<file path="src/rtl/execute_stage_pkg.sv">
// rtl/execute_stage_pkg.sv - shared opcodes, flag indices and flag helpers for the execute stage
package execute_stage_pkg;

    localparam logic [3:0] ALU_ADD   = 4'b0000;
    localparam logic [3:0] ALU_SUB   = 4'b0001;
    localparam logic [3:0] ALU_AND   = 4'b0010;
    localparam logic [3:0] ALU_OR    = 4'b0011;
    localparam logic [3:0] ALU_SHL   = 4'b0100;
    localparam logic [3:0] ALU_SHR   = 4'b0101;
    localparam logic [3:0] ALU_NOT   = 4'b0110;
    localparam logic [3:0] ALU_PASS2 = 4'b0111;
    localparam logic [3:0] ALU_INC   = 4'b1000;
    localparam logic [3:0] ALU_DEC   = 4'b1001;
    localparam logic [3:0] ALU_PASS1 = 4'b1010;
    localparam logic [3:0] ALU_SETC  = 4'b1011;
    localparam logic [3:0] ALU_CLRC  = 4'b1100;

    localparam int FLAG_Z = 0;
    localparam int FLAG_N = 1;
    localparam int FLAG_C = 2;
    localparam int FLAG_V = 3;

    // Packs the four flags into the {V,C,N,Z} status layout.
    function automatic logic [3:0] pack_flags(input logic v, input logic c,
                                              input logic n, input logic z);
        logic [3:0] f;
        f         = '0;
        f[FLAG_V] = v;
        f[FLAG_C] = c;
        f[FLAG_N] = n;
        f[FLAG_Z] = z;
        return f;
    endfunction

endpackage

</file>
<file path="src/rtl/alu_core.sv">
// rtl/alu_core.sv - combinational ALU: result and next flags from op, operands and current flags
module alu_core
    import execute_stage_pkg::*;
#(
    parameter int WIDTH = 16
) (
    input  logic [3:0]       op,
    input  logic [WIDTH-1:0] a,
    input  logic [WIDTH-1:0] b,
    input  logic [3:0]       k,
    input  logic [3:0]       flags_in,
    output logic [WIDTH-1:0] result,
    output logic [3:0]       flags_out
);

    localparam int MSB = WIDTH - 1;

    logic [WIDTH:0] sum_w;
    logic [WIDTH:0] diff_w;
    logic [WIDTH:0] inc_w;
    logic [WIDTH:0] dec_w;
    logic [WIDTH:0] shl_w;
    logic [WIDTH:0] shr_w;

    // One extra bit on each side so carry/borrow and the last shifted-out bit fall out directly.
    assign sum_w  = {1'b0, b} + {1'b0, a};
    assign diff_w = {1'b0, b} - {1'b0, a};
    assign inc_w  = {1'b0, a} + {{WIDTH{1'b0}}, 1'b1};
    assign dec_w  = {1'b0, a} - {{WIDTH{1'b0}}, 1'b1};
    assign shl_w  = {1'b0, a} << k;
    assign shr_w  = {a, 1'b0} >> k;

    logic c_new;
    logic v_new;
    logic zn_upd;

    always_comb begin
        result = '0;
        c_new  = flags_in[FLAG_C];
        v_new  = flags_in[FLAG_V];
        zn_upd = 1'b0;
        case (op)
            ALU_ADD: begin
                result = sum_w[WIDTH-1:0];
                c_new  = sum_w[WIDTH];
                v_new  = (a[MSB] == b[MSB]) && (sum_w[MSB] != b[MSB]);
                zn_upd = 1'b1;
            end
            ALU_SUB: begin
                result = diff_w[WIDTH-1:0];
                c_new  = diff_w[WIDTH];
                v_new  = (a[MSB] != b[MSB]) && (diff_w[MSB] != b[MSB]);
                zn_upd = 1'b1;
            end
            ALU_AND: begin
                result = a & b;
                zn_upd = 1'b1;
            end
            ALU_OR: begin
                result = a | b;
                zn_upd = 1'b1;
            end
            ALU_SHL: begin
                result = a;
                if (k != 4'd0) begin
                    result = shl_w[WIDTH-1:0];
                    c_new  = shl_w[WIDTH];
                end
                zn_upd = 1'b1;
            end
            ALU_SHR: begin
                result = a;
                if (k != 4'd0) begin
                    result = shr_w[WIDTH:1];
                    c_new  = shr_w[0];
                end
                zn_upd = 1'b1;
            end
            ALU_NOT: begin
                result = ~a;
                zn_upd = 1'b1;
            end
            ALU_PASS2: result = b;
            ALU_INC: begin
                result = inc_w[WIDTH-1:0];
                c_new  = inc_w[WIDTH];
                v_new  = ~a[MSB] & inc_w[MSB];
                zn_upd = 1'b1;
            end
            ALU_DEC: begin
                result = dec_w[WIDTH-1:0];
                c_new  = dec_w[WIDTH];
                v_new  = a[MSB] & ~dec_w[MSB];
                zn_upd = 1'b1;
            end
            ALU_PASS1: result = a;
            ALU_SETC: begin
                result = a;
                c_new  = 1'b1;
            end
            ALU_CLRC: begin
                result = a;
                c_new  = 1'b0;
            end
            default: result = '0;
        endcase
    end

    always_comb begin
        flags_out = pack_flags(v_new, c_new,
                               zn_upd ? result[MSB]  : flags_in[FLAG_N],
                               zn_upd ? (result == '0) : flags_in[FLAG_Z]);
    end

endmodule

</file>
<file path="src/rtl/execute_stage.sv">
// rtl/execute_stage.sv - execute stage: ALU plus the architectural status register
module execute_stage
    import execute_stage_pkg::*;
#(
    parameter int WIDTH = 16
) (
    input  logic             clk,
    input  logic             rst_n,
    input  logic [3:0]       ALUControl,
    input  logic [WIDTH-1:0] RegSrc,
    input  logic [WIDTH-1:0] RegDst,
    input  logic [WIDTH-1:0] immediate,
    output logic [3:0]       newStatus,
    output logic [WIDTH-1:0] ALUResult,
    output logic [3:0]       status
);

    logic [3:0] status_q;
    logic [3:0] status_d;
    logic       unused_imm;

    // Only the low nibble of the immediate is a shift amount.
    assign unused_imm = ^immediate[WIDTH-1:4];

    alu_core #(
        .WIDTH(WIDTH)
    ) u_alu_core (
        .op       (ALUControl),
        .a        (RegSrc),
        .b        (RegDst),
        .k        (immediate[3:0]),
        .flags_in (status_q),
        .result   (ALUResult),
        .flags_out(newStatus)
    );

    always_comb begin
        status_d = newStatus;
    end

    always_ff @(posedge clk or negedge rst_n) begin
        if (!rst_n) begin
            status_q <= 4'b0000;
        end else begin
            status_q <= status_d;
        end
    end

    assign status = status_q;

endmodule

</file>
<file path="config.mk">
export PLATFORM = sky130hd
export DESIGN_NAME = execute_stage
export DESIGN_NICKNAME = d
export VERILOG_FILES = /design/src/rtl/execute_stage_pkg.sv /design/src/rtl/alu_core.sv /design/src/rtl/execute_stage.sv
export SDC_FILE = /design/constraint.sdc
export NUM_CORES = 1
export LEC_CHECK = 0
export ABC_AREA = 1
export BUFFER_PORTS_ARGS = -buffer_cell sky130_fd_sc_hd__clkbuf_2
export CORE_MARGIN = 5
export CORE_UTILIZATION = 66
export DETAILED_ROUTE_END_ITERATION = 16
export HOLD_SLACK_MARGIN = 0.15
export PLACE_DENSITY_LB_ADDON = 0.12
export SYNTH_ARGS = -nofsm -noshare
export SYNTH_HDL_FRONTEND = slang
export SYNTH_HIERARCHICAL = 1
export SYNTH_SLANG_ARGS = --single-unit
</file>
<file path="constraint.sdc">
create_clock -name clk -period 5.31 [get_ports clk]
set_input_delay 0.2655 -clock clk [delete_from_list [all_inputs] [get_ports clk]]
set_output_delay 0.2655 -clock clk [all_outputs]
set_load 0.02 [all_outputs]
</file>
* Word-level counts from Yosys, hierarchy flattened
Index checks and enable logic that the tools add are counted.
** Word-level totals
- Register bits :: 4
- Bits in latches :: 0
- Bits in writable memories :: 0
- Bits in read-only memories :: 0
- Input bits :: 54
- Output and inout bits :: 24
- Logic and storage cells :: 47
- Memories kept :: 0
** Operators by class
- $add $sub $neg :: 4
- $mul :: 0
- Div/mod/pow operators :: 0
- Magnitude comparators :: 0
- Eq/ne operators :: 16
- Shift operators :: 2
- Multiplexer cells :: 10
- Bitwise logic cells :: 7
- Reductions and logical operators :: 7
** Operators with widths (number)
- one-hot mux 16 bit (11 select lines) :: 1
- two-way mux 16 bit :: 2
- == test 4 bit, second input constant :: 5
- adder 16 x 1 -> 17 bit, second input constant :: 1
- adder 16 x 16 -> 17 bit :: 1
- left shift 16 x 4 -> 17 bit :: 1
- >> shifter 17 x 4 -> 17 bit :: 1
- subtractor 16 x 1 -> 17 bit, second input constant :: 1
- subtractor 16 x 16 -> 17 bit :: 1
- AND 16 bit :: 1
- == test 4 x 3 -> 1 bit, second input constant :: 4
- logical NOT 16 bit :: 1
- NOT 16 bit :: 1
- bitwise OR 16 bit :: 1
- OR reduction 9 bit :: 1
- == test 4 x 2 -> 1 bit, second input constant :: 2
- one-hot mux 1 bit (8 select lines) :: 1
- two-way mux 1 bit :: 5
- == test 4 x 1 -> 1 bit, second input constant :: 1
- logical NOT 4 bit :: 1
- one-hot mux 1 bit (4 select lines) :: 1
- nonzero test 4 bit :: 1
- != test 1 bit :: 3
- OR reduction 3 bit :: 1
- 4 further kinds :: 7

* Depth between registers and ports, before layout
Gate-level depths: netlist (run 1).
- Depth after elaboration :: 5
- Mapped depth :: 21
- Gate-level depth less buffers :: 19

* Modules after synthesis
The synthesis (run 1) kept the hierarchy.
** Modules (own cells, without submodules)
- alu_core :: instances 1, cells an instance 1161, area an instance 5560.3 sq um, seq. area each 0.0 sq um
- execute_stage :: instances 1, cells an instance 4, area an instance 100.1 sq um, seq. area each 100.1 sq um

* Least setup slack after synthesis (run 1)
No wires, ideal clock.
- Path type :: input port to output port
- From :: in RegSrc[12]
- To :: out newStatus[0]
- Data arrival time :: 2.670 ns
- Data required time :: 5.044 ns
- Path slack :: 2.375 ns
- Stages on the path :: 18
- Buffers on the path :: 2
- Cells stage by stage :: clkbuf_1 clkinv_1 ha_1 clkbuf_1 nand2_1 inv_1 nand2_1 nor3_1 nand2_1 nand2_1 nand2_1 nand3_1 nand4_1 nor2_1 nand2_1 nor2_1 nand2_1 nand2_1
** Between the ends
- Word-level cells in the longest chain between the ends :: 5
- Elaborated cells between the ends (all ways) :: 14
- Classes of those cells :: add/sub (4); shift (2); mux (4); bitwise (3); reduce/logical (1)
** Ends and longest elaborated chain
- start: declaration :: line execute_stage.sv:10 : input logic [WIDTH-1:0] RegSrc,
- branches (longest 2 deep; another with subtractor 16 x 1 -> 17 bit)
- one-hot mux 16 bit (11 select lines) * :: line alu_core.sv:42 : case (op)
- net ALUResult[13] :: line execute_stage.sv:14 : output logic [WIDTH-1:0] ALUResult,
- logical NOT 16 bit * :: line alu_core.sv:112 : zn_upd ? (result == '0) : flags_in[FLAG_Z]);
- two-way mux 1 bit * :: line alu_core.sv:112
- end: declaration :: line execute_stage.sv:13 : output logic [3:0] newStatus,
Mark *: on every way through the listed nets, which the timed path passes.

* Worst setup path in the final report (run 1)
- From :: in RegSrc[2]
- To :: out newStatus[0]
** Between the ends
- Word-level cells in the longest chain between the ends :: 5
- Elaborated cells between the ends (all ways) :: 14
- Classes of those cells :: add/sub (4); shift (2); mux (4); bitwise (3); reduce/logical (1)
** Ends and longest elaborated chain (line)
- branches (longest 2 deep; another with subtractor 16 x 1 -> 17 bit)
- one-hot mux 16 bit (11 select lines) * :: alu_core.sv:42
- logical NOT 16 bit * :: alu_core.sv:112
- two-way mux 1 bit * :: alu_core.sv:112
Mark *: on every way between the ends.

==> results by stage, run 1 <==
STA:
- In this run the tightest slew margin relative to its limit is 0.381.
- The fmax is between 200 and 300 MHz.
- The final max-slew violation count came to 0.
- The final period demand of the worst path is 3.35 ns.
- The ratio of final minimum period to clock period is 0.630.
- The actual transition at the worst max-transition pin is 0.926 ns.
- Setup repair after global routing left no endpoint under its margin.
- The number of hold violations in the final report was 0.
- Between clock sinks in the finished design, the worst skew comes to 0 ns.
- After routing, the total negative slack on setup checks comes to 0 ns.
- The final count of negative-setup-slack endpoints is 0.

Yosys:
- The fraction of the mapped netlist area in compound gates is 0.124.
- The post-synthesis cell count is ~1200.
- Synthesis produced a netlist with a net count of 1276.
- The synthesized netlist occupies a cell area of 5660 µm².
- Of the post-synthesis cell area, the dominant cell type holds 0.249.
- Of the total synthesized cell area, the portion taken by AND, OR, NAND and NOR gates is 0.577.
- After synthesis the netlist holds a flip-flop and latch count of 4.
- The average instance in the mapped netlist occupies just under 5 µm².
- Of all cell types, the one taking the most synthesized area is sky130_fd_sc_hd__nand2_1.
- Of the synthesized area, sequential elements account for 0.0177.
- In the post-synthesis netlist, the biggest area contributors are sky130_fd_sc_hd__nand2_1 25%, sky130_fd_sc_hd__nand3_1 17%, sky130_fd_sc_hd__ha_1 12%.
- The unique cell type count in the Yosys netlist is 39.
- The fraction of the mapped netlist area in adder cells is 0.129.
- The yosys synthesis warning count is 6.
- The fraction of synthesized cell area in xor and xnor cells is 0.00928.
- After synthesis, the share of cell area in mux cells is 0.
- The combinational family with the most area after synthesis is simple AND/OR/NAND/NOR gates.

Final layout:
- The area growth from synthesis to layout is 4.97%.
- The number of flip-flops under the largest register name is 4.
- The post-layout net count is 1300.
- The sequential cells in the finished layout cover a total of about 100 µm².
- The multi-input gate area in the final layout is between 4000 and 5000 µm².
- With fillers left out, the area of the finished cells amounts to 5940 µm².
- The final non-filler cell total is between 1000 and 1500.
- The number of fill cells is ~850.
- The number of diodes is 0.
- The fraction of layout cells with a size suffix above 1 is 0.0725.

Detailed routing:
- The uppermost metal layer occupied by signal nets is met4.
- The wire length the detailed router placed on met1 is between 8 and 9 mm.
- In the routed design, unresolved DRC markers number 0.
- The detailed router placed about 8200 vias in this run.
- In this run the remaining antenna-violating nets after routing total 0.
- The average routed wire per standard cell is 18.1 µm.
- For this block, the routed nets add up to between 20 and 25 mm of wire.
- The routed design uses roughly 10 mm of met2 wire.
- The count of TritonRoute iterations in the first routing pass is 7.
- The first-iteration detailed-routing DRC count is 1448.
- The routed length on met3 is 3.22 mm.
- The mean number of vias per cell is 6.37.

Place:
- The count of port buffers added during placement is 65.
- Detailed placement finished with a half-perimeter wire length of 18.4 mm.
- At the end of routability-driven placement, the weighted congestion stood at ~1.1.
- Summing all placed instances gives a cell area of ~6000 µm².
- Once placement completed, the tool counted placed cells totaling about 1300.

Run status:
- The run finished with clean final reports.

Worst setup path:
- By startpoint and endpoint, the worst setup path is classified as input port to output port.
- Of all nets on the critical path, the largest fanout is 8.
- The type of element launching the critical path is an input port.
- The critical path goes through clkbuf_2 > inv_1 > ha_1 > inv_1 > a21oi_1 > nand3_1 > nand3_1 > nand2_1 > nor2_1 > nand2_1 > nor2_1 > nand3_1 > nor2_1 > nand3_1 > nor2_1 > nand2_1 > nand2_1 > clkbuf_2.
- The slowest stage of the critical path belongs to the cell sky130_fd_sc_hd__ha_1.
- The data arrival time of the worst path is 3.08 ns.
- In this design, the stage delay of the slowest critical-path cell is 0.49 ns.
- The required time at the worst-slack endpoint is roughly 5.0 ns.
- The worst setup path is captured at an output port.

Floorplan:
- The I/O pin count is 78.
- Measured along the x axis, the die boundary spans between 100 and 150 µm.
- The starting utilization of the core area is 0.682.
- The area of the die is 10500 µm².
- Row generation in the floorplan step produced 33 rows.
- The core region is slightly above 8000 µm².
- The die height is around 100 µm.

Global route:
- After global routing the overflow that remains totals 0.
- The wire length of the first global-routing pass is roughly 36 mm.
- The via count of the first global-routing pass is 7295.
- Entering global routing, the biggest net connects 26 pins.
- The number of antenna violations at the first check in global routing came to 0.
- For this run, the total global-route usage over all layers was measured as 0.438.

Clock tree:
- The number of setup buffers added after CTS is 0.
- In this run the deepest clock path goes through 2 buffers.
- Clock tree synthesis found a total of 4 sinks.
- After clock tree synthesis, the clock-pin slew on the worst setup and hold paths is roughly 0.03 ns.
- In this run, CTS created clock tree buffers numbering 3.
- The root buffer selected by CTS is sky130_fd_sc_hd__clkbuf_8.
- The TritonCTS clock tree is done.
- In this run the number of H-tree levels came out at 1.
- The clock latency on the worst-skew pair is approximately 0.22 ns.

Pwr:
- The maximum vdd ir drop is 57.5 µV.
- The analysis attributes to cell leakage a power of about 3.3 nW.
- The total power per unit cell area is between 100 and 150 nW/µm².
- The total design power is approximately 0.00067 W.

Job:
- The max-cap check violation count is 0.

Hold path:
- The tightest min-delay check is of the input port to asynchronous set/reset pin type.
layout by cell type (no fill, tap or decap), types with 3 or more instances in the layout:
| cell | netlist | layout |
|---|---|---|
| sky130_fd_sc_hd__nand2_1 | 376 | 376 |
| sky130_fd_sc_hd__nand3_1 | 191 | 191 |
| sky130_fd_sc_hd__nor2_1 | 147 | 147 |
| sky130_fd_sc_hd__inv_1 | 145 | 145 |
| sky130_fd_sc_hd__clkbuf_2 | 0 | 65 |
| sky130_fd_sc_hd__ha_1 | 55 | 55 |
| sky130_fd_sc_hd__o21ai_0 | 54 | 54 |
| sky130_fd_sc_hd__a21oi_1 | 46 | 46 |
| sky130_fd_sc_hd__nand4_1 | 23 | 23 |
| sky130_fd_sc_hd__nor3_1 | 11 | 11 |
| sky130_fd_sc_hd__o22ai_1 | 8 | 8 |
| sky130_fd_sc_hd__inv_2 | 6 | 6 |
| sky130_fd_sc_hd__o211ai_1 | 5 | 5 |
| sky130_fd_sc_hd__dfrtp_1 | 4 | 4 |
| sky130_fd_sc_hd__nor2_2 | 4 | 4 |
| sky130_fd_sc_hd__xor2_1 | 4 | 4 |
| sky130_fd_sc_hd__nand3b_1 | 4 | 4 |
| sky130_fd_sc_hd__nor4_1 | 4 | 4 |
| sky130_fd_sc_hd__clkbuf_8 | 0 | 3 |
| sky130_fd_sc_hd__nand2_2 | 3 | 3 |
| sky130_fd_sc_hd__o21bai_1 | 3 | 3 |
| sky130_fd_sc_hd__a31oi_1 | 3 | 3 |
cells by family (layout without fill, tap and decap cells):
family / after synthesis / count (layout)
DFF: 4 / 4
adders and majority gates: 57 / 57
xor gates and xnor gates: 6 / 6
buffers and inverters: 201 / 223
and+or+nand+nor: 769 / 769
AOI/OAI and AO/OA: 128 / 128
final cells by class:
class                      instances  area share
multi-input combinational        960       0.799
tap                              105      0.0221
sequential                         4      0.0168
inverter                         152      0.0960
clock buffer                       3     0.00695
timing repair buffer              68      0.0590
metrics by stage:
stage,worst slack (ns),hold slack (ns),utilization
after global placement,2.18,0.0776,0.710
after detailed placement,2.13,0.0853,0.710
final,1.96,0.393,0.716
after CTS,2.12,0.398,0.716
after floorplan,2.37,-0.0301,-
after global routing,1.78,0.426,0.716
worst paths after layout:
check / start / end / slack, ns / cells after the start
max: RegSrc[2] / newStatus[0] / 1.96 / 18
min: rst_n / status[3] / 0.39 / 2
max reg2reg: status[2] / status[2] / 4.05 / 5
min reg2reg: status[1] / status[1] / 0.54 / 2
max in group asynchronous: rst_n / status[2] / 4.78 / 2
min in group clk: RegDst[15] / status[3] / 0.48 / 4
layer usage:
| layer | global-route usage | up-vias |
|---|---|---|
| met5 | 0 | - |
| met4 | 0.282 | 0 |
| met3 | 0.114 | 178 |
| met2 | 0.682 | 677 |
| met1 | 0.532 | 3567 |
| li1 | - | 3810 |
where the power goes:
part / internal [W] / switching (W) / leakage [nW]
registers: 0.0000345 / 0.00000431 / 0.0516
clock network: 0.0000484 / 0.0000167 / 0.0216
logic: 0.000161 / 0.000407 / 3.27
Yosys cell counts (all sizes together):
master,count
clkbuf,12
nor2,153
clkinv,1
nor3,11
dfrtp,4
fa,2
o22ai,8
buf,37
nand2b,1
nand3b,4
a211oi,1
ha,55
o21ai,56
a32oi,1
xor2,4
nand4,23
nand3,192
xnor2,2
a31oi,3
nand2,379
nor4,4
o2111ai,2
a221oi,1
o211ai,5
and2,2
inv,151
o21bai,3
o311ai,1
a21oi,46
a22o,1
critical path, delay by kind of cell:
kind	cells	cell delay (ns)
simple gates	12	1.41
fa+ha+maj	1	0.49
buf+inv	4	0.71
compound gates	1	0.21
repair_timing:
| item | CTS | global route |
|---|---|---|
| hold buffers | 1 | 0 |
| hold endpoints to repair | 4 | 0 |
| resized for setup | 0 | 0 |
Note: power is estimated with default switching activity, not from simulation.
==> run 2: changes to the inputs <==
--- a/config.mk
+++ b/config.mk
@@ -8,7 +8,7 @@
 export ABC_AREA = 1
 export BUFFER_PORTS_ARGS = -buffer_cell sky130_fd_sc_hd__clkbuf_2
 export CORE_MARGIN = 5
-export CORE_UTILIZATION = 66
+export CORE_UTILIZATION = 55
 export DETAILED_ROUTE_END_ITERATION = 16
 export HOLD_SLACK_MARGIN = 0.15
 export PLACE_DENSITY_LB_ADDON = 0.12
==> constraint.sdc (replaced) <==
create_clock -name clk -period 3 [get_ports clk]
set_input_delay 0.15 -clock clk [delete_from_list [all_inputs] [get_ports clk]]
set_output_delay 0.15 -clock clk [all_outputs]
set_load 0.02 [all_outputs]
==> run 2 against run 1 <==
Highest routed layer unchanged. Critical endpoint unchanged. Largest cell class unchanged. Sequential cell count did not move. Total power rose by 89%. Sequential share of layout area fell by 0.13 points. Register-to-register slack got worse by 2.3 ns. Critical path type unchanged.
==> results by stage, run 2 (synthesis results as in run 1) <==
Worst setup path:
- The number of buffer and inverter stages on the critical path is 2 (was 4).
- The startpoint of the worst register-to-register path is status[2] (unchanged).
- The required time at the worst-slack endpoint is 2.85 ns (was 5.04 ns).
- The data arrival time of the worst path is 2.80 ns (was 3.08 ns).
- The start point of the critical path is RegSrc[0] (was RegSrc[2]).
- The number of cells on the critical path came to 14 (was 18).
- Cell chain of the critical path: clkbuf_2 > ha_1 > fa_1 > o21ai_0 > nor3_1 > nand3_1 > nor2_1 > nand3_1 > nor2_1 > nand2_1 > nor2_1 > nand2_1 > nand2_1 > clkbuf_2 (was clkbuf_2 > inv_1 > ha_1 > inv_1 > a21oi_1 > nand3_1 > nand3_1 > nand2_1 > nor2_1 > nand2_1 > nor2_1 > nand3_1 > nor2_1 > nand3_1 > nor2_1 > nand2_1 > nand2_1 > clkbuf_2).
- The depth of the worst register-to-register path is 5 (unchanged).
- The type of element launching the critical path was an input port (unchanged).
- The endpoint of the worst setup timing path is newStatus[0] (unchanged).
- The startpoint-to-endpoint class of the critical path is input port to output port (unchanged).
- The worst-case register-to-register setup slack is 1.75 ns (was 4.05 ns).
- The capture instance of the worst register-to-register path is status[2] (unchanged).
- The top fanout value on the critical path is 6 (was 8).
- The delay of the slowest cell on the worst path was 0.48 ns (was 0.49 ns).
- The endpoint type of the worst setup path is an output port (unchanged).
- The cell with the biggest individual delay on the critical path is sky130_fd_sc_hd__fa_1 (was sky130_fd_sc_hd__ha_1).
- The family with the most delay on the worst path was simple AND/OR/NAND/NOR gates (unchanged).

Clock tree:
- The number of clock buffers inserted by TritonCTS is 3 (unchanged).
- The clock latency on the worst-skew pair came to 0.21 ns (was 0.22 ns).
- The clock sink total came to 4 (unchanged).
- The TritonCTS clock tree is done (unchanged).
- The root buffer selected by CTS is sky130_fd_sc_hd__clkbuf_8 (unchanged).
- The total number of H-tree levels was 1 (unchanged).
- The maximum root-to-sink buffer count is 2 (unchanged).
- The clock transition at the registers of the reported paths is 0.03 ns (about the same).

STA:
- The number of hold violations in the final report is 0 (unchanged).
- The final period demand of the worst path is around 3.0 ns.
- The setup TNS after final layout is 0 ns (unchanged).
- The ratio of final minimum period to clock period is 0.985.
- The final max-slew violation count is 0 (unchanged).
- The worst-case hold slack came to 0.276 ns (was 0.393 ns).
- The maximum clock skew at final layout is 0 ns (unchanged).
- The worst max-slew margin expressed relative to the limit was 0.485 (was 0.381).
- The actual transition at the worst max-transition pin is 0.769 ns (was 0.926 ns).
- Setup repair after global routing missed its margin: no (unchanged).
- The fmax is between 300 and 400 MHz.
- The final count of negative-setup-slack endpoints is 0 (unchanged).

Global route:
- The via count of the first global-routing pass is 7701 (was 7295).
- The number of antenna violations at the first check in global routing is 0 (unchanged).
- The wire length of the first global-routing pass is 38.8 mm (was 36.1 mm).
- The overall global routing resource usage came to 0.383 (was 0.438).
- The sum of overflow across all layers after global routing came to 0 (unchanged).
- The maximum number of pins on one net before global-route repair is 26 (unchanged).

Place:
- The half-perimeter wire length after detailed placement is 20.5 mm (was 18.4 mm).
- The weighted congestion at the end of routability-driven global placement is 1.07 (was 1.14).
- The count of port buffers added during placement is 65 (unchanged).

Floorplan:
- The number of placement rows is 37 (was 33).
- The die width is 111 µm (was 103 µm).
- The area of the placeable core is 10200 µm² (was 8300 µm²).
- The I/O pin count came to 78 (unchanged).
- The die height is 111 µm (was 103 µm).
- The starting utilization of the core area is 0.556 (was 0.682).
- The area of the die was 12400 µm² (was 10500 µm²).

Detailed routing:
- The post-detailed-routing wire length is 25.0 mm (was 23.3 mm).
- The first-iteration detailed-routing DRC count is 1360 (was 1448).
- The remaining routing DRC violations is 0 (unchanged).
- The count of vias placed by the detailed router was 8328 (was 8232).
- The count of TritonRoute iterations in the first routing pass was 9 (was 7).
- The mean number of vias per cell came to 6.06 (was 6.37).
- The number of antenna-violating nets in the routed design is 0 (unchanged).
- The average routed wire per standard cell is 18.2 µm (was 18.1 µm).

Final layout:
- The fraction of layout cells with a size suffix above 1 is 0.123 (was 0.0725).
- The post-layout net count is 1352 (was 1300).
- The signed area change from the synthesized netlist to the final layout is 13.8% (was 4.97%).
- The number of flip-flops under the largest register name came to 4 (unchanged).
- Leading cell types in the layout, fill and taps excluded: 376 x sky130_fd_sc_hd__nand2_1, 190 x sky130_fd_sc_hd__nand3_1, 143 x sky130_fd_sc_hd__inv_1, 143 x sky130_fd_sc_hd__nor2_1, 62 x sky130_fd_sc_hd__clkbuf_2 (was 376 x sky130_fd_sc_hd__nand2_1, 191 x sky130_fd_sc_hd__nand3_1, 147 x sky130_fd_sc_hd__nor2_1).
- The leading cell type in the layout, fill and taps excluded is sky130_fd_sc_hd__nand2_1 (unchanged).
- The number of diodes is 0 (unchanged).
- The number of fill cells was 1151 (was 853).
- The fraction of the core area covered by cells at the end of the flow is 0.633 (was 0.716).

Hold path:
- The path category of the worst min-delay check was input port to asynchronous set/reset pin (unchanged).

Job:
- The max-cap check violation count is 0 (unchanged).

Pwr:
- The leakage dissipation is 3.60 nW (was 3.35 nW).
- The maximum vdd ir drop came to 174 µV (was 57.5 µV).
- The total power per unit cell area came to 198 nW/µm² (was 113 nW/µm²).
- The total design power is 0.00127 W (was 0.000672 W).

Run status:
- Outcome: finished clean (unchanged).
[run 2: changes by cell type in the layout (fill, tap and decap cells not counted), moves of 3 or more]
cell / previous run / this run
sky130_fd_sc_hd__ha_1: 55 / 50
sky130_fd_sc_hd__clkbuf_2: 65 / 62
sky130_fd_sc_hd__ha_4: 0 / 3
sky130_fd_sc_hd__buf_4: 2 / 54
sky130_fd_sc_hd__nor2_2: 4 / 8
sky130_fd_sc_hd__nor2_1: 147 / 143
[run 2: per-layer routing]
metal  part of all wire  GRT usage  vias up
li1                   -          -     3919
met2               0.44      0.633      581
met5                  0          0        -
met3               0.11     0.0587      131
met4              0.069      0.210        0
met1               0.38      0.475     3697
[run 2: final cells by class]
type	instances	area, µm²	area share
multi-input combinational	960	4820	0.747
tap	136	170	0.0264
clock buffer	3	41.3	0.00641
inverter	152	571	0.0885
timing repair buffer	120	746	0.116
sequential	4	100	0.0155
[run 2: repair_timing]
item | CTS | global route
resized for setup | 0 | 21
endpoints found under the hold margin | 4 | 0
endpoints found under the setup margin | 0 | 3
hold buffers | 1 | 0
buffers inserted | 0 | 0
[run 2: worst min-delay path by stage]
stage	end	startpoint	cells past startpoint	slack, ns
after floorplan	status[0]	rst_n	0	-0.15
after global placement	status[1]	rst_n	1	-0.04
after detailed placement	status[1]	rst_n	1	-0.04
after CTS	status[1]	rst_n	2	0.27
after global routing	status[1]	rst_n	2	0.30
final	status[1]	rst_n	2	0.28
[run 2: through the flow]
stage | setup WS [ns] | cell area, µm² | std cells
finish | 0.0463 | 6440 | 1375
global route | 0.00621 | 6440 | 1375
CTS | 0.119 | 6370 | 1375
detailed placement | 0.119 | 6320 | 1371
global placement | 0.154 | 6320 | 1371
floorplan | 0.296 | 5660 | 1165
[run 2: power by group]
| group | internal [W] | switching, W | total [W] |
|---|---|---|---|
| Sequential | 0.0000610 | 0.00000701 | 0.0000680 |
| Combinational | 0.000345 | 0.000746 | 0.00109 |
| Clock | 0.0000856 | 0.0000283 | 0.000114 |
==> run 3: changes to the inputs <==
--- a/config.mk
+++ b/config.mk
@@ -7,12 +7,10 @@
 export LEC_CHECK = 0
 export ABC_AREA = 1
 export BUFFER_PORTS_ARGS = -buffer_cell sky130_fd_sc_hd__clkbuf_2
-export CORE_MARGIN = 5
 export CORE_UTILIZATION = 55
 export DETAILED_ROUTE_END_ITERATION = 16
 export HOLD_SLACK_MARGIN = 0.15
 export PLACE_DENSITY_LB_ADDON = 0.12
 export SYNTH_ARGS = -nofsm -noshare
 export SYNTH_HDL_FRONTEND = slang
-export SYNTH_HIERARCHICAL = 1
 export SYNTH_SLANG_ARGS = --single-unit
==> run 3 against run 2 <==
Global-route usage increased by 4.1 points. Synthesized area grew 1.6%. Setup slack better by 0.15 ns. Via count shrank 3.4%. Non-clock buffer count decreased by 13. Die area is 12% lower. Critical path depth up 5. Synthesized cell count increased by 1.2%. Hold slack better by 0.0041 ns. Final area shrank 1.9%. Sequential power is 0.6% lower. Register-to-register slack better by 0.09 ns. Critical path type unchanged. Critical endpoint unchanged. Largest power group unchanged.
==> results by stage, run 3 <==
STA:
- The fmax is 357 MHz (was 339 MHz).
- The final period demand of the worst path is 2.80 ns (was 2.95 ns).
- The number of hold violations in the final report is 0 (unchanged).
- Setup repair after global routing missed its margin: no (unchanged).
- The maximum clock skew at final layout is 0 ns (unchanged).
- The worst max-slew margin expressed relative to the limit is 0.489 (was 0.485).
- The ratio of final minimum period to clock period is 0.933 (was 0.985).
- The setup TNS after final layout is 0 ns (unchanged).
- The actual transition at the worst max-transition pin was 0.763 ns (was 0.769 ns).
- The worst-case hold slack is 0.280 ns (was 0.276 ns).
- The final max-slew violation count is 0 (unchanged).
- The final count of negative-setup-slack endpoints was 0 (unchanged).

Floorplan:
- The number of placement rows was 36 (was 37).
- The die width is 104 µm (was 111 µm).
- The die height is 104 µm (was 111 µm).
- The area of the placeable core is 9950 µm² (was 10200 µm²).
- The starting utilization of the core area came to 0.578 (was 0.556).
- The area of the die is 10900 µm² (was 12400 µm²).
- The I/O pin count came to 78 (unchanged).

Worst setup path:
- The endpoint type of the worst setup path is an output port (unchanged).
- The type of element launching the critical path is an input port (unchanged).
- The data arrival time of the worst path was 2.65 ns (was 2.80 ns).
- The startpoint-to-endpoint class of the critical path is input port to output port (unchanged).
- The top fanout value on the critical path is 9 (was 6).
- The most prevalent standard cell on the critical path is sky130_fd_sc_hd__nand2_1.
- The required time at the worst-slack endpoint is 2.85 ns (about the same).
- The delay of the slowest cell on the worst path was 0.42 ns (was 0.48 ns).
- Cell chain of the critical path: clkbuf_2 > inv_1 > ha_1 > nor2_1 > nand2_1 > nor2_1 > nand2_1 > nand3_1 > nand2_1 > nand3_1 > nand2_1 > nor2_1 > nand2_1 > nor2_1 > nand2_1 > nor2_1 > nand2_1 > nand2_1 > clkbuf_2 (was clkbuf_2 > ha_1 > fa_1 > o21ai_0 > nor3_1 > nand3_1 > nor2_1 > nand3_1 > nor2_1 > nand2_1 > nor2_1 > nand2_1 > nand2_1 > clkbuf_2).
- The number of buffer and inverter stages on the critical path is 3 (was 2).
- The cell with the biggest individual delay on the critical path is sky130_fd_sc_hd__ha_1 (was sky130_fd_sc_hd__fa_1).
- The worst-case register-to-register setup slack is 1.84 ns (was 1.75 ns).
- The family with the most delay on the worst path is simple AND/OR/NAND/NOR gates (unchanged).

Detailed routing:
- The mean number of vias per cell came to 5.90 (was 6.06).
- The post-detailed-routing wire length is 23.1 mm (was 25.0 mm).
- The count of TritonRoute iterations in the first routing pass is 6 (was 9).
- The number of antenna-violating nets in the routed design came to 0 (unchanged).
- The first-iteration detailed-routing DRC count is 922 (was 1360).
- The count of vias placed by the detailed router is 8047 (was 8328).
- The average routed wire per standard cell is 16.9 µm (was 18.2 µm).
- The remaining routing DRC violations is 0 (unchanged).

Yosys:
- The net count after synthesis is 1289 (was 1276).
- The leading register cell type out of synthesis is sky130_fd_sc_hd__dfrtp_1 (unchanged).
- The most common cell in the synthesized netlist is sky130_fd_sc_hd__nand2_1 (unchanged).
- The post-synthesis cell count is 1179 (was 1165).
- The share of synthesized flip-flops with an asynchronous set or reset is 1.00 (unchanged).
- Biggest area contributors in the synthesized netlist: sky130_fd_sc_hd__nand2_1 24%, sky130_fd_sc_hd__nand3_1 20%, sky130_fd_sc_hd__ha_1 12% (was sky130_fd_sc_hd__nand2_1 25%, sky130_fd_sc_hd__nand3_1 17%, sky130_fd_sc_hd__ha_1 12%).
- The library cell occupying the most area in the post-synthesis netlist is sky130_fd_sc_hd__nand2_1 (unchanged).
- The fraction of the yosys area taken by sequential cells was 0.0174 (was 0.0177).
- The yosys synthesis warning count is 0 (was 6).
- The unique cell type count in the Yosys netlist is 41 (was 39).
- The synthesized area per cell is 4.88 µm² (was 4.86 µm²).
- The number of enable-type register cells in the synthesized netlist was 0 (unchanged).
- The area share of the largest cell type after synthesis is 0.239 (was 0.249).
- Most numerous cell types in the synthesized netlist: 366 x sky130_fd_sc_hd__nand2_1, 234 x sky130_fd_sc_hd__nand3_1, 150 x sky130_fd_sc_hd__nor2_1 (was 376 x sky130_fd_sc_hd__nand2_1, 191 x sky130_fd_sc_hd__nand3_1, 147 x sky130_fd_sc_hd__nor2_1).
- The number of register bits inferred by synthesis is 4 (unchanged).
- The synthesized area is 5750 µm² (was 5660 µm²).

Place:
- The total placed instance area is 6250 µm² (was 6320 µm²).
- The count of port buffers added during placement is 65 (unchanged).
- The half-perimeter wire length after detailed placement is 19.1 mm (was 20.5 mm).
- The weighted congestion at the end of routability-driven global placement is 1.02 (was 1.07).

Pwr:
- The share of power burned in combinational logic is 0.850 (was 0.857).
- The net switching power figure was 0.000759 W (was 0.000782 W).
- The total design power is 0.00123 W (was 0.00127 W).
- The switching part of the total power is 0.616 (was 0.614).
- The leakage dissipation is 3.52 nW (was 3.60 nW).
- The fraction of power consumed by sequential logic came to 0.055 (was 0.053).
- The maximum vdd ir drop is 190 µV (was 174 µV).
- The total power per unit cell area is 195 nW/µm² (was 198 nW/µm²).
- The clock network power share is 0.095 (was 0.089).
- The cell-internal power is 0.000474 W (was 0.000491 W).

Clock tree:
- The clock transition at the registers of the reported paths is 0.03 ns (about the same).
- The clock sink total is 4 (unchanged).
- The total number of H-tree levels is 1 (unchanged).
- The root buffer selected by CTS is sky130_fd_sc_hd__clkbuf_8 (unchanged).
- The clock latency on the worst-skew pair was 0.22 ns (was 0.21 ns).
- The number of clock buffers inserted by TritonCTS came to 3 (unchanged).
- The maximum root-to-sink buffer count is 2 (unchanged).
- The TritonCTS clock tree is done (unchanged).

Global route:
- The number of antenna violations at the first check in global routing is 0 (unchanged).
- The maximum number of pins on one net before global-route repair was 39 (was 26).
- The wire length of the first global-routing pass is 36.5 mm (was 38.8 mm).
- The via count of the first global-routing pass is 7180 (was 7701).
- The sum of overflow across all layers after global routing is 0 (unchanged).
- The overall global routing resource usage was 0.423 (was 0.383).

Final layout:
- The number of diodes is 0 (unchanged).
- The signed area change from the synthesized netlist to the final layout is 9.94% (was 13.8%).
- The number of fill cells came to 1094 (was 1151).
- The leading cell type in the layout, fill and taps excluded is sky130_fd_sc_hd__nand2_1 (unchanged).
- The post-layout net count was 1344 (was 1352).
- The area of all placed cells without fillers is 6320 µm² (was 6440 µm²).
- The fraction of layout cells with a size suffix above 1 came to 0.116 (was 0.123).
- The number of flip-flops under the largest register name was 4 (unchanged).
- The fraction of the core area covered by cells at the end of the flow is 0.635 (was 0.633).
- Leading cell types in the layout, fill and taps excluded: 366 x sky130_fd_sc_hd__nand2_1, 234 x sky130_fd_sc_hd__nand3_1, 146 x sky130_fd_sc_hd__nor2_1 (was 376 x sky130_fd_sc_hd__nand2_1, 190 x sky130_fd_sc_hd__nand3_1, 143 x sky130_fd_sc_hd__inv_1, 143 x sky130_fd_sc_hd__nor2_1, 62 x sky130_fd_sc_hd__clkbuf_2).

Job:
- The max-cap check violation count is 0 (unchanged).

Hold path:
- The path category of the worst min-delay check is input port to asynchronous set/reset pin (unchanged).

Run status:
- Outcome: finished clean (unchanged).
## run 3: cell types whose count changed after synthesis, sizes merged, moves of 3 or more
cell	before	now
nand4	23	28
nor2	153	156
inv	151	136
a21oi	46	37
o22ai	8	1
buf	37	45
nand2	379	371
xor2	4	1
or2	0	4
nand3	192	235
o21ai	56	52
## run 3: worst register-to-register path, delay by kind of cell, from the launching register on
family / cells / cell delay, ns
flops: 1 / 0.44
simple gates: 3 / 0.28
compound gates: 2 / 0.19
buf+inv: 1 / 0.08
## run 3: cells by family (layout without fill, tap and decap cells)
group	count (synthesis)	in the layout	synth area share
fa+ha+maj	56	56	0.124
xor+xnor	1	1	0.00152
flops	4	4	0.0174
simple gates	816	816	0.612
compound gates	108	108	0.102
buf+inv	194	247	0.142
## run 3: final timing paths
kind,start,end,depth (start not counted)
max in group asynchronous,rst_n,status[0],2
min in group clk,RegDst[15],status[3],4
max,RegSrc[9],newStatus[0],19
min,rst_n,status[2],2
min reg2reg,status[0],status[0],2
max reg2reg,status[2],status[2],6
## run 3: layer usage
metal | share of wire | global-route usage | vias to the layer above | wire, µm
met5 | 0 | 0 | - | 0
met1 | 0.40 | 0.538 | 3511 | 9310
met4 | 0.057 | 0.208 | 0 | 1320
met2 | 0.44 | 0.695 | 483 | 10100
met3 | 0.10 | 0.0608 | 108 | 2390
li1 | - | - | 3945 | -
## run 3: cell type report
type | count | area (µm²) | area share
multi-input combinational | 981 | 4850 | 0.767
timing repair buffer | 107 | 648 | 0.103
inverter | 137 | 514 | 0.0813
tap | 133 | 166 | 0.0263
sequential | 4 | 100 | 0.0158
clock buffer | 3 | 41.3 | 0.00653
## run 3: stage by stage
step / std cells / setup WS [ns]
CTS: 1365 / 0.0814
floorplan: 1179 / 0.534
global placement: 1361 / 0.163
global route: 1365 / 0.0105
detailed placement: 1361 / 0.0819
finish: 1365 / 0.201
## run 3: power by group through the flow
stage               registers [W]  clock network [W]  logic [W]
finish                  0.0000676           0.000117    0.00105
global route            0.0000675           0.000123    0.00115
CTS                     0.0000672           0.000117    0.00102
detailed placement      0.0000678                  0    0.00101
global placement        0.0000675                  0    0.00100
floorplan               0.0000727                  0   0.000696
## run 3: what timing repair did
action,4_1_cts,5_1_grt
hold buffers,1,0
resized for setup,0,12
setup endpoints to repair,0,2
endpoints found under the hold margin,4,0
setup buffers,0,0
